### config.mk
export PLATFORM = sky130hd
export DESIGN_NAME = bitonic_sort_ctrl
export DESIGN_NICKNAME = d
export VERILOG_FILES = /design/src/rtl/bitonic_sort_ctrl.sv
export SDC_FILE = /design/constraint.sdc
export NUM_CORES = 1
export LEC_CHECK = 0
export ABC_AREA = 1
export CORE_UTILIZATION = 57
export DETAILED_ROUTE_END_ITERATION = 16
export GPL_TIMING_DRIVEN = 0
export PLACE_DENSITY = 0.95
export SETUP_SLACK_MARGIN = 0.02
export SYNTH_ARGS = -nofsm -noshare
export SYNTH_HDL_FRONTEND = slang
export SYNTH_SLANG_ARGS = --single-unit
### constraint.sdc
create_clock -name clk -period 4.6 [get_ports clk]
set_clock_uncertainty 0.15 [all_clocks]
set_input_delay 0.92 -clock clk [delete_from_list [all_inputs] [get_ports clk]]
set_output_delay 0.92 -clock clk [all_outputs]
set_load 0.05 [all_outputs]
### src/rtl/bitonic_sort_ctrl.sv
// Serial-in / serial-out wrapper around a pipelined bitonic sort network.
// Gathers one padded block, issues it to the sorter, and drains only the real elements.
module bitonic_sort_ctrl #(
    parameter int DATA_WIDTH = 4,
    parameter int LOG_INPUT  = 2,
    parameter bit ASCENDING  = 1'b1
) (
    input  logic                                    clk,
    input  logic                                    rst,
    input  logic [DATA_WIDTH-1:0]                   s_data,
    input  logic                                    s_valid,
    input  logic                                    s_last,
    output logic                                    s_ready,
    output logic [DATA_WIDTH-1:0]                   m_data,
    output logic                                    m_valid,
    output logic                                    m_last,
    input  logic                                    m_ready,
    output logic [0:DATA_WIDTH*(2**LOG_INPUT)-1]    sort_x,
    output logic                                    sort_x_valid,
    input  logic [0:DATA_WIDTH*(2**LOG_INPUT)-1]    sort_y,
    input  logic                                    sort_y_valid,
    output logic                                    busy,
    output logic                                    err_spurious
);

    localparam int N  = 2**LOG_INPUT;
    localparam int CW = LOG_INPUT + 1;
    localparam int BW = DATA_WIDTH * N;
    // Pads sort to the tail in either direction, so the head holds every real element.
    localparam logic [DATA_WIDTH-1:0] PAD = {DATA_WIDTH{ASCENDING}};

    typedef enum logic [1:0] {
        ST_LOAD  = 2'd0,
        ST_ISSUE = 2'd1,
        ST_WAIT  = 2'd2,
        ST_DRAIN = 2'd3
    } state_t;

    state_t                  state_reg;
    logic [CW-1:0]           cnt_reg;
    logic [CW-1:0]           blk_cnt_reg;
    logic [LOG_INPUT-1:0]    idx_reg;
    logic [0:BW-1]           in_buf_reg;
    logic [0:BW-1]           out_buf_reg;
    logic [0:BW-1]           sort_x_reg;
    logic                    sort_x_valid_reg;
    logic                    s_ready_reg;
    logic                    m_valid_reg;
    logic                    m_last_reg;
    logic [DATA_WIDTH-1:0]   m_data_reg;
    logic                    busy_reg;
    logic                    err_reg;

    logic                    accept;
    logic                    blk_done;
    logic [0:BW-1]           in_buf_next;
    logic [DATA_WIDTH-1:0]   out_elem [N];
    logic [LOG_INPUT-1:0]    idx_inc;
    logic                    last_inc;
    logic                    y_stray;

    assign accept   = s_valid & s_ready_reg;
    assign blk_done = s_last | (cnt_reg == CW'(N - 1));
    assign idx_inc  = idx_reg + 1'b1;
    assign last_inc = (({1'b0, idx_inc} + CW'(1)) == blk_cnt_reg);
    assign y_stray  = sort_y_valid & ((state_reg == ST_LOAD) | (state_reg == ST_DRAIN));

    // Per-slot next value: the accepted element lands in slot cnt, and when the
    // block closes every higher slot is padded in the same cycle.
    genvar gi;
    generate
        for (gi = 0; gi < N; gi++) begin : g_slot
            localparam logic [CW-1:0] SLOT = CW'(gi);
            logic [DATA_WIDTH-1:0] slot_next;

            always_comb begin
                slot_next = in_buf_reg[gi*DATA_WIDTH +: DATA_WIDTH];
                if (accept) begin
                    if (cnt_reg == SLOT) begin
                        slot_next = s_data;
                    end else if (blk_done && (cnt_reg < SLOT)) begin
                        slot_next = PAD;
                    end
                end
            end

            assign in_buf_next[gi*DATA_WIDTH +: DATA_WIDTH] = slot_next;
            assign out_elem[gi] = out_buf_reg[gi*DATA_WIDTH +: DATA_WIDTH];
        end
    endgenerate

    always_ff @(posedge clk) begin
        if (rst) begin
            state_reg        <= ST_LOAD;
            cnt_reg          <= '0;
            blk_cnt_reg      <= '0;
            idx_reg          <= '0;
            in_buf_reg       <= '0;
            out_buf_reg      <= '0;
            sort_x_reg       <= '0;
            sort_x_valid_reg <= 1'b0;
            s_ready_reg      <= 1'b0;
            m_valid_reg      <= 1'b0;
            m_last_reg       <= 1'b0;
            m_data_reg       <= '0;
            busy_reg         <= 1'b0;
            err_reg          <= 1'b0;
        end else begin
            sort_x_valid_reg <= 1'b0;
            if (y_stray) begin
                err_reg <= 1'b1;
            end

            case (state_reg)
                ST_LOAD: begin
                    // Also raises s_ready on the first cycle out of reset.
                    s_ready_reg <= 1'b1;
                    if (accept) begin
                        in_buf_reg <= in_buf_next;
                        cnt_reg    <= cnt_reg + 1'b1;
                        busy_reg   <= 1'b1;
                        if (blk_done) begin
                            blk_cnt_reg      <= cnt_reg + 1'b1;
                            sort_x_reg       <= in_buf_next;
                            sort_x_valid_reg <= 1'b1;
                            s_ready_reg      <= 1'b0;
                            state_reg        <= ST_ISSUE;
                        end
                    end
                end

                ST_ISSUE, ST_WAIT: begin
                    // Capture is allowed in ISSUE so a zero-latency sorter works.
                    if (sort_y_valid) begin
                        out_buf_reg <= sort_y;
                        idx_reg     <= '0;
                        m_valid_reg <= 1'b1;
                        m_data_reg  <= sort_y[0 +: DATA_WIDTH];
                        m_last_reg  <= (blk_cnt_reg == CW'(1));
                        state_reg   <= ST_DRAIN;
                    end else begin
                        state_reg   <= ST_WAIT;
                    end
                end

                ST_DRAIN: begin
                    if (m_ready) begin
                        if (m_last_reg) begin
                            m_valid_reg <= 1'b0;
                            m_last_reg  <= 1'b0;
                            m_data_reg  <= '0;
                            cnt_reg     <= '0;
                            busy_reg    <= 1'b0;
                            s_ready_reg <= 1'b1;
                            state_reg   <= ST_LOAD;
                        end else begin
                            idx_reg    <= idx_inc;
                            m_data_reg <= out_elem[idx_inc];
                            m_last_reg <= last_inc;
                        end
                    end
                end

                default: begin
                    state_reg <= ST_LOAD;
                end
            endcase
        end
    end

    assign s_ready      = s_ready_reg;
    assign m_data       = m_data_reg;
    assign m_valid      = m_valid_reg;
    assign m_last       = m_last_reg;
    assign sort_x       = sort_x_reg;
    assign sort_x_valid = sort_x_valid_reg;
    assign busy         = busy_reg;
    assign err_spurious = err_reg;

endmodule
### Word-level counts from Yosys, hierarchy flattened

Index checks and enable logic that the tools add are counted.

| word-level totals | value |
|---|---|
| logic and storage cells | 107 |
| register bits | 68 |

| cells by class | value |
|---|---|
| $add $sub $neg | 3 |
| order comparisons | 5 |
| eq/ne operators | 14 |
| bitwise logic cells | 7 |
| multiplexer cells | 45 |
| reduce and logical (&&, ||, !) cells | 19 |

Operators with widths:

| cell | count |
|---|---|
| two-way mux 4 bit | 13 |
| AND reduction 4 bit | 4 |
| two-way mux 2 bit | 7 |
| two-way mux 1 bit | 13 |
| inequality test 2 bit, second input constant | 6 |
| two-way mux 3 bit | 3 |
| AND reduction 3 bit | 3 |
| binary-select mux 4 bit (select 2 bit) | 1 |
| one-hot mux 1 bit (2 select lines) | 4 |
| one-hot mux 4 bit (2 select lines) | 1 |
| equality test 3 x 1 -> 1 bit, second input constant | 2 |
| equality test 3 x 2 -> 1 bit, second input constant | 2 |
| < comparator 3 x 1 -> 1 bit, second input constant | 2 |
| < comparator 3 x 2 -> 1 bit, second input constant | 2 |
| one-hot mux 2 bit (3 select lines) | 1 |
| one-hot mux 3 bit (2 select lines) | 1 |
| equality test 2 bit, second input constant | 2 |
| logical AND 1 bit | 4 |
| one-hot mux 2 bit (2 select lines) | 1 |
| AND reduction 2 bit | 2 |
| nonzero test 2 bit | 2 |
| adder 2 x 1 -> 3 bit, second input constant | 1 |
| adder 3 x 1 -> 3 bit, second input constant | 1 |
| equality test 3 bit | 1 |
| 11 further kinds | 14 |

### Depth between registers and ports, before layout

Gate-level depths: netlist (run 1).

| logic depth | value |
|---|---|
| word-level depth | 8 |
| depth in mapped cells | 9 |
| mapped depth without buffers | 9 |

### Worst setup path before layout (run 1)

OpenSTA, ideal clock, no wires.

| timing path | value |
|---|---|
| path type | in2reg |
| from | input port s_valid |
| to | register sort_x_reg (netlist bit sort_x[14]) |
| library setup time | 126 ps |
| arrival time | 1556 ps |
| stages on the path | 5 |
| path slack | 2767 ps |
| data required time | 4324 ps |
| buffers on the path | 2 |
| cells stage by stage | nand3_1 -> nor2_2 -> buf_2 -> buf_4 -> a21oi_1 |

| between the ends | value |
|---|---|
| word-level cells in the longest chain between the ends | 2 |

Ends and longest elaborated chain:

| item | RTL line | source |
|---|---|---|
| start, declared | 11 | `input logic s_valid,` |
| AND 1 bit | 62 | `assign accept = s_valid & s_ready_reg;` |
| AND reduction 3 bit (no source line) | -- |  |
| end signal, assigned | 124 | `sort_x_reg <= in_buf_next;` |
| end, declared | 45 | `logic [0:BW-1] sort_x_reg;` |

No other way between the ends.
A chain may end at the register's enable or synchronous reset.

### Final worst setup path (run 1)

| timing path | value |
|---|---|
| from | register m_last_reg, in the netlist m_last |
| to | output port m_last |

RTL lines:

| item | RTL line | source |
|---|---|---|
| start, declared | 49 | `logic m_last_reg;` |
| start signal, assigned | 139 | `m_last_reg <= (blk_cnt_reg == CW'(1));` |
| start signal, assigned | 159 | `m_last_reg <= last_inc;` |
| end, declared | 16 | `output logic m_last,` |

No word-level cell between the ends.

==> reports/results.env, run 1 <==
RUN_STATUS='completed'
REQUIRED_PS=3530
FINAL_ANT_VIOL_NETS=0
CTS_MAX_LEVEL=3
SYNTHDISTINCTLIBCELLS=24
ROUTEDLENGTHMET1_MICRONS=3390
CRITICALPATHCATEGORY='reg -> out'
VIAS_PER_CELL=5.64
FINALWEIGHTEDCONGESTION=0.930
DESIGN.DIE.AREA_SQ_UM=5660
CTS-BUFFERS-INSERTED=9
MAXSLEWHEADROOM_PCT=64.7
ROUTE.TOP_LAYER_USED='met4'
FLOORPLAN_CORE_AREA_SQ_UM=5140
R2R_CELLS=7
POWER_DENSITY_nW_PER_UM2=636
SETUP_TOTAL_NEGATIVE_SLACK_PS=0
MIN_TO='out_buf_reg[8]'
ROUTED_WL_MICRONS=8510
SYNTH_FP_NETS=462
CLKSLEWWORSTSETUPHOLDPATHS_PS=80
GRT_MAX_DEGREE=13
R2R_START='idx_reg[0]'
WORST-R2R-SETUP-SLACK_PS=2520
PORTBUFFERS=51
SETUP_VIOLATIONS=0
WORSTPATHBUFFERINVERTERCOUNT=1
MET2WIRELENGTH_MICRONS=4200
SYN_AREA_PER_CELL_SQ_UM=7.14
FINAL_LAYOUT_SIZE_SUFFIX_GT1_SHARE_PCT=5.66
DESIGN.FINAL.NETS=524
WIRE_PER_INST_MICRONS=15.1
CP-START-KIND='flop'
WORST_PATH_LARGEST_CELL_DELAY_PS=820
TRITONCTS_NUM_SINKS=68
NUMBER_OF_INSTANCES_IN_THE_SYNTHESIZED_NETLIST=428
TIMING.CRITICAL_PATH.CELLS='clkdlybuf4s50_1'
DIE-HEIGHT_MICRONS=75.2
TIMING.CRITICAL_PATH.ARRIVAL_PS=1550
MIN_FROM='out_buf_reg[8]'
MAPPEDNETLISTAREA_SQ_UM=3050
WORSTSKEWPAIRLATENCY_PS=350
FINAL.HOLD.WORST_SLACK_PS=309
DP_HPWL_MICRONS=5870
SYNTH.YOSYS.SEQ_AREA_SHARE_PCT=44.6
HOLD_VIOL_FINAL=0
CTS.HOLD.BUFFERS_ADDED=0
DRV_CAP=0
DIEWIDTH_MICRONS=75.2
TIMING.CRITICAL_PATH.FANOUT_MAX=4
GRT_SETUP_UNREPAIRED='no'
LEAKAGE_nW=1.67
SYNTH.TOP_CELLS.BY_AREA='sky130_fd_sc_hd__dfxtp_1 (45%), sky130_fd_sc_hd__o21ai_0 (11%), sky130_fd_sc_hd__nand2_1 (11%), sky130_fd_sc_hd__a21oi_1 (10%), sky130_fd_sc_hd__inv_1 (6.0%)'
POST-CTS-SETUP-BUFFER-COUNT=0
INITIAL_CORE_UTIL_PCT=59.4
IRDROPWORSTVDD_V=0.000308
CLOCK_TREE.BUFFER_DEPTH=2
SLOWEST_STAGE='sky130_fd_sc_hd__clkdlybuf4s50_1'
FINAL_PERIOD_MINUS_WORST_SETUP_SLACK_PS=2620
POSTSYNTHREGISTERBITS=68
NUMBER_OF_GLOBAL_ROUTE_VIAS_BEFORE_REPAIR=2992
WORST_R2R_ENDPOINT='m_data[2]'
CTS_TREE='yes'
DP_WORST_SETUP_SLACK_PS=2020
GRT_FIRST_PASS_WIRELENGTH_MICRONS=13000
YOSYSTOPAREACELLSHARE_PCT=44.6
SYNTH_AREA_LEADER_CELL='sky130_fd_sc_hd__dfxtp_1'
GR-USAGE-ALL-LAYERS_PCT=30.9
MAXSLEWVIOLCOUNT=0
HOLD_PATH_DEPTH=2
MET3_LENGTH_MICRONS=670
TIMING.CRITICAL_PATH.MAX_DELAY_FAMILY='buffers and inverters'
YOSYSWARNINGS=0
FMAXACHIEVABLE_MHz=381
DR_TOTAL_VIAS=3189
SYN2LAYOUT_AREA_GROWTH_PCT=27.4
FIN_TOTAL_PWR_W=0.00248
SETUP.WORST_PATH.END_CLASS='output pin'
SYNTHARSTFLOPSHARE_PCT=0
WORSTMARGINPINSLEW_PS=528
FINAL.SETUP.WORST_SLACK_PS=1980
INITIAL_ANTENNA_VIOLATION_COUNT=0
TOP_LEVEL_PORTS=52
GRT_REMAINING_OVERFLOW=0
CTS-ROOT-BUF='sky130_fd_sc_hd__clkbuf_8'
EDFF_COUNT_SYNTH=0
FINISH.INSTANCE_AREA_SQ_UM=3890
DETAIL_ROUTE.DRC_VIOLATIONS=0
FLOORPLAN.ROWS=26
1ST_PASS_ROUTER_ITERATIONS=6
PLACEMENT.CELL_AREA_SQ_UM=3650
HP-CLASS='reg -> reg'
DRT_ITER0_DRCS=262
TIMING.FINAL.CRIT_SHARE_PCT=57.0
SYNTH_FLOP_CELL='sky130_fd_sc_hd__dfxtp_1'
N_ANTENNA_CELL=0
CTS.REPAIR.RESIZED=0
-- kinds of logic after synthesis --
family	after synthesis	share of synthesized area [%]
AO/OA/AOI/OAI	136	22.8
adder cells (fa/ha/maj)	8	3.28
buffers and inverters	67	8.81
flip-flops	68	44.6
AND/OR/NAND/NOR	149	20.5
-- report_power, final --
group	internal, W	total [W]	switching, W	leakage [nW]
Combinational	0.000335	0.00107	0.000730	1.00
Sequential	0.000740	0.000817	0.0000772	0.556
Clock	0.000358	0.000594	0.000236	0.115
Total	0.00143	0.00248	0.00104	1.67
-- Yosys cell counts, types with 3 or more instances --
library cell	n
sky130_fd_sc_hd__inv_1	49
sky130_fd_sc_hd__clkbuf_1	10
sky130_fd_sc_hd__a21boi_0	3
sky130_fd_sc_hd__buf_2	5
sky130_fd_sc_hd__ha_1	8
sky130_fd_sc_hd__nand4_1	3
sky130_fd_sc_hd__nand3_1	18
sky130_fd_sc_hd__nor2_1	33
sky130_fd_sc_hd__a21oi_1	64
sky130_fd_sc_hd__dfxtp_1	68
sky130_fd_sc_hd__nand2_1	87
sky130_fd_sc_hd__nor3_1	3
sky130_fd_sc_hd__o21ai_0	66
-- per-layer routing --
| metal | global-route usage [%] | vias to the layer above |
|---|---|---|
| met5 | 0 | - |
| met4 | 17.9 | 0 |
| met3 | 5.49 | 36 |
| met2 | 54.8 | 180 |
| met1 | 34.9 | 1444 |
| li1 | - | 1529 |
-- layout make-up --
cell class | count | area [sq um]
clock buffer | 9 | 124
fill | 396 | 1250
tap | 70 | 87.6
timing repair buffer | 51 | 510
sequential | 68 | 1360
clock inverter | 7 | 115
inverter | 50 | 188
buffer | 17 | 81.3
multi-input combinational | 293 | 1420
-- per-stage QoR --
stage / instances / utilization, %
after detailed placement: 549 / 71.1
after global placement: 549 / 71.1
final: 565 / 75.7
after floorplan: 428 / -
after CTS: 565 / 75.7
after global routing: 565 / 75.7
-- worst max path at each step --
stage | slack [ps] | end | from | cells after the start
after detailed placement | 2020 | out_buf_reg[1] | rst | 6
after global routing | 1960 | m_last | m_last | 1
final | 1980 | m_last | m_last | 1
after floorplan | 2770 | sort_x[14] | s_valid | 5
after CTS | 1970 | m_last | m_last | 1
after global placement | 2090 | blk_cnt_reg[0] | rst | 6
-- cells in the final DEF, fill, tap and decap left out, types with 2 or more instances in the layout --
cell                              count
sky130_fd_sc_hd__nand2_1             87
sky130_fd_sc_hd__dfxtp_1             68
sky130_fd_sc_hd__o21ai_0             66
sky130_fd_sc_hd__a21oi_1             64
sky130_fd_sc_hd__clkdlybuf4s50_1     51
sky130_fd_sc_hd__inv_1               49
sky130_fd_sc_hd__nor2_1              33
sky130_fd_sc_hd__nand3_1             18
sky130_fd_sc_hd__clkbuf_1            10
sky130_fd_sc_hd__clkbuf_8             9
sky130_fd_sc_hd__ha_1                 8
sky130_fd_sc_hd__buf_2                5
sky130_fd_sc_hd__nand4_1              3
sky130_fd_sc_hd__a21boi_0             3
sky130_fd_sc_hd__nor3_1               3
sky130_fd_sc_hd__bufinv_16            3
sky130_fd_sc_hd__clkinvlp_4           2
sky130_fd_sc_hd__clkinv_2             2
Power figures use the tool's default switching activity.
==> run 2, diff against run 1 <==
--- a/config.mk
+++ b/config.mk
@@ -6,10 +6,10 @@
 export NUM_CORES = 1
 export LEC_CHECK = 0
 export ABC_AREA = 1
-export CORE_UTILIZATION = 57
+export CORE_UTILIZATION = 53
 export DETAILED_ROUTE_END_ITERATION = 16
 export GPL_TIMING_DRIVEN = 0
-export PLACE_DENSITY = 0.95
+export PLACE_DENSITY = 0.91
 export SETUP_SLACK_MARGIN = 0.02
 export SYNTH_ARGS = -nofsm -noshare
 export SYNTH_HDL_FRONTEND = slang
==> constraint.sdc (replaced) <==
create_clock -name clk -period 2.55 [get_ports clk]
set_clock_uncertainty 0.15 [all_clocks]
set_input_delay 0.51 -clock clk [delete_from_list [all_inputs] [get_ports clk]]
set_output_delay 0.51 -clock clk [all_outputs]
set_load 0.05 [all_outputs]
==> run 2 against run 1 <==
Against the previous run:
- via count down 1.8%
- clock power rose by 22%
- routed wire length shrank 7.1%
- critical path depth is the same
- sequential power grew 80%
- utilization shrank 7.0 points
- total power is 64% higher
- clock-buffer cell count up 3
- cell count up 0.18%
==> reports/results.env, run 2 (synthesis gave the netlist of run 1 again) <==
RUN_STATUS='completed'
MOSTFREQUENTLAYOUTCELL='sky130_fd_sc_hd__nand2_1'
CLOCK_TREE.BUFFER_DEPTH=2
SETUP.WORST_PATH.END_CLASS='output pin'
LAYOUTNONFILLERINSTCOUNT=566
GRT_SETUP_UNREPAIRED='no'
DP_HPWL_MICRONS=5600
CTS-BUFFERS-INSERTED=9
WORST-R2R-SETUP-SLACK_PS=520
NUMBER_OF_GLOBAL_ROUTE_VIAS_BEFORE_REPAIR=3118
MAXSLEWHEADROOM_PCT=63.4
FLOORPLAN_CORE_AREA_SQ_UM=5540
GR-USAGE-ALL-LAYERS_PCT=28.3
ROUTED_WL_MICRONS=7910
DR_TOTAL_VIAS=3133
LEAKAGE_nW=1.64
INITIAL_ANTENNA_VIOLATION_COUNT=0
POWER_DENSITY_nW_PER_UM2=1070
DESIGN.FINAL.NETS=524
TOP_LEVEL_PORTS=52
FINAL_PERIOD_MINUS_WORST_SETUP_SLACK_PS=2220
SETUP_VIOLATIONS=0
TIMING.CRITICAL_PATH.FANOUT_MAX=4
FINAL_ANT_VIOL_NETS=0
FLOORPLAN.ROWS=27
N_ANTENNA_CELL=0
HP-CLASS='reg -> reg'
MOSTFREQUENTLAYOUTCELLS='sky130_fd_sc_hd__nand2_1 (87), sky130_fd_sc_hd__dfxtp_1 (68), sky130_fd_sc_hd__o21ai_0 (66)'
CTS_TREE='yes'
DETAIL_ROUTE.DRC_VIOLATIONS=0
TRITONCTS_NUM_SINKS=68
TIMING.CRITICAL_PATH.CELLS='clkdlybuf4s50_1'
SLOWEST_STAGE='sky130_fd_sc_hd__clkdlybuf4s50_1'
CLKSLEWWORSTSETUPHOLDPATHS_PS=70
WORSTPATHBUFFERINVERTERCOUNT=1
DESIGN.DIE.AREA_SQ_UM=6070
FIN_TOTAL_PWR_W=0.00407
PLACEDCELLCOUNT=551
FINAL_LAYOUT_SIZE_SUFFIX_GT1_SHARE_PCT=4.86
CP-START-KIND='flop'
FMAXACHIEVABLE_MHz=450
INITIAL_CORE_UTIL_PCT=55.1
LAYOUT.CORE_UTILIZATION_PCT=68.7
MAXSLEWVIOLCOUNT=0
CRITICALPATHCATEGORY='reg -> out'
SYN2LAYOUT_AREA_GROWTH_PCT=24.6
DIE-HEIGHT_MICRONS=77.9
DRT_ITER0_DRCS=201
WORST_PATH_LARGEST_CELL_DELAY_PS=820
GRT_MAX_DEGREE=11
CTS.HOLD.BUFFERS_ADDED=0
CTS_MAX_LEVEL=3
CTS-ROOT-BUF='sky130_fd_sc_hd__clkbuf_8'
HOLD_VIOL_FINAL=0
WIRE_PER_INST_MICRONS=14.0
GRT_FIRST_PASS_WIRELENGTH_MICRONS=13500
CTS.REPAIR.RESIZED=0
TIMING.CRITICAL_PATH.ARRIVAL_PS=1560
VIAS_PER_CELL=5.54
1ST_PASS_ROUTER_ITERATIONS=5
DRV_CAP=0
DIEWIDTH_MICRONS=77.9
WORSTSKEWPAIRLATENCY_PS=340
REQUIRED_PS=1890
IRDROPWORSTVDD_V=0.000510
TIMING.CRITICAL_PATH.MAX_DELAY_FAMILY='buffers and inverters'
TIMING.FINAL.CRIT_SHARE_PCT=87.1
WORSTMARGINPINSLEW_PS=547
FINALWEIGHTEDCONGESTION=0.917
SETUP_TOTAL_NEGATIVE_SLACK_PS=0
POST-CTS-SETUP-BUFFER-COUNT=0
GRT_REMAINING_OVERFLOW=0
PORTBUFFERS=51
==> run 2: cell count changes in the layout (fill, tap and decap cells not counted), sizes merged <==
cell / change
clkinv: +1
clkinvlp: -2
clkbuf: +3
bufinv: -3
==> run 2: power by group <==
part           switching (W)  total [W]  internal (W)
clock network       0.000383   0.000726      0.000344
registers           0.000139    0.00147       0.00134
logic                0.00126    0.00187      0.000602
==> run 2: routing by layer <==
layer / up-vias / track usage [%] / wire length (microns)
met5: - / 0 / 0
met2: 147 / 48.3 / 3740
met1: 1434 / 32.9 / 3280
met3: 25 / 7.65 / 665
li1: 1527 / - / -
met4: 0 / 13.0 / 223
==> run 2: final cells by class <==
| type | instances | area, sq um |
|---|---|---|
| buffer | 17 | 81.3 |
| clock buffer | 12 | 135 |
| clock inverter | 3 | 15.0 |
| fill | 451 | 1740 |
| inverter | 50 | 188 |
| multi-input combinational | 293 | 1420 |
| sequential | 68 | 1360 |
| tap | 72 | 90.1 |
| timing repair buffer | 51 | 510 |
==> run 2: worst reg2reg max path: stages (launching register included) <==
cell	delay, ps
sky130_fd_sc_hd__dfxtp_1	390
sky130_fd_sc_hd__clkinv_1	280
sky130_fd_sc_hd__ha_1	480
sky130_fd_sc_hd__inv_1	240
sky130_fd_sc_hd__nand3_1	120
sky130_fd_sc_hd__nand2_1	90
sky130_fd_sc_hd__nand2_1	60
sky130_fd_sc_hd__a21oi_1	150
==> run 2: path summary, 6_finish.rpt <==
kind                            depth (start not counted)             end           start
worst max-delay path                                    1          m_last          m_last
worst min-delay path                                    2  out_buf_reg[0]  out_buf_reg[0]
worst max register to register                          7       m_data[3]      idx_reg[0]
worst min register to register                          2  out_buf_reg[0]  out_buf_reg[0]
==> run 2: through the flow <==
stage	area, sq um	worst slack [ps]	hold WS [ps]
6_report	3800	329	308
5_1_grt	3800	293	332
4_1_cts	3800	322	307
3_5_place_dp	3650	384	296
3_3_place_gp	3650	428	290
2_1_floorplan	3050	897	279
==> run 3, diff against run 2 <==
--- a/config.mk
+++ b/config.mk
@@ -11,6 +11,8 @@
 export GPL_TIMING_DRIVEN = 0
 export PLACE_DENSITY = 0.91
 export SETUP_SLACK_MARGIN = 0.02
+export SKIP_CTS_REPAIR_TIMING = 1
+export SKIP_LAST_GASP = 1
 export SYNTH_ARGS = -nofsm -noshare
 export SYNTH_HDL_FRONTEND = slang
 export SYNTH_SLANG_ARGS = --single-unit
==> results of run 3 <==
Same layout as run 2: the final DEF is identical, and so are final timing and power.
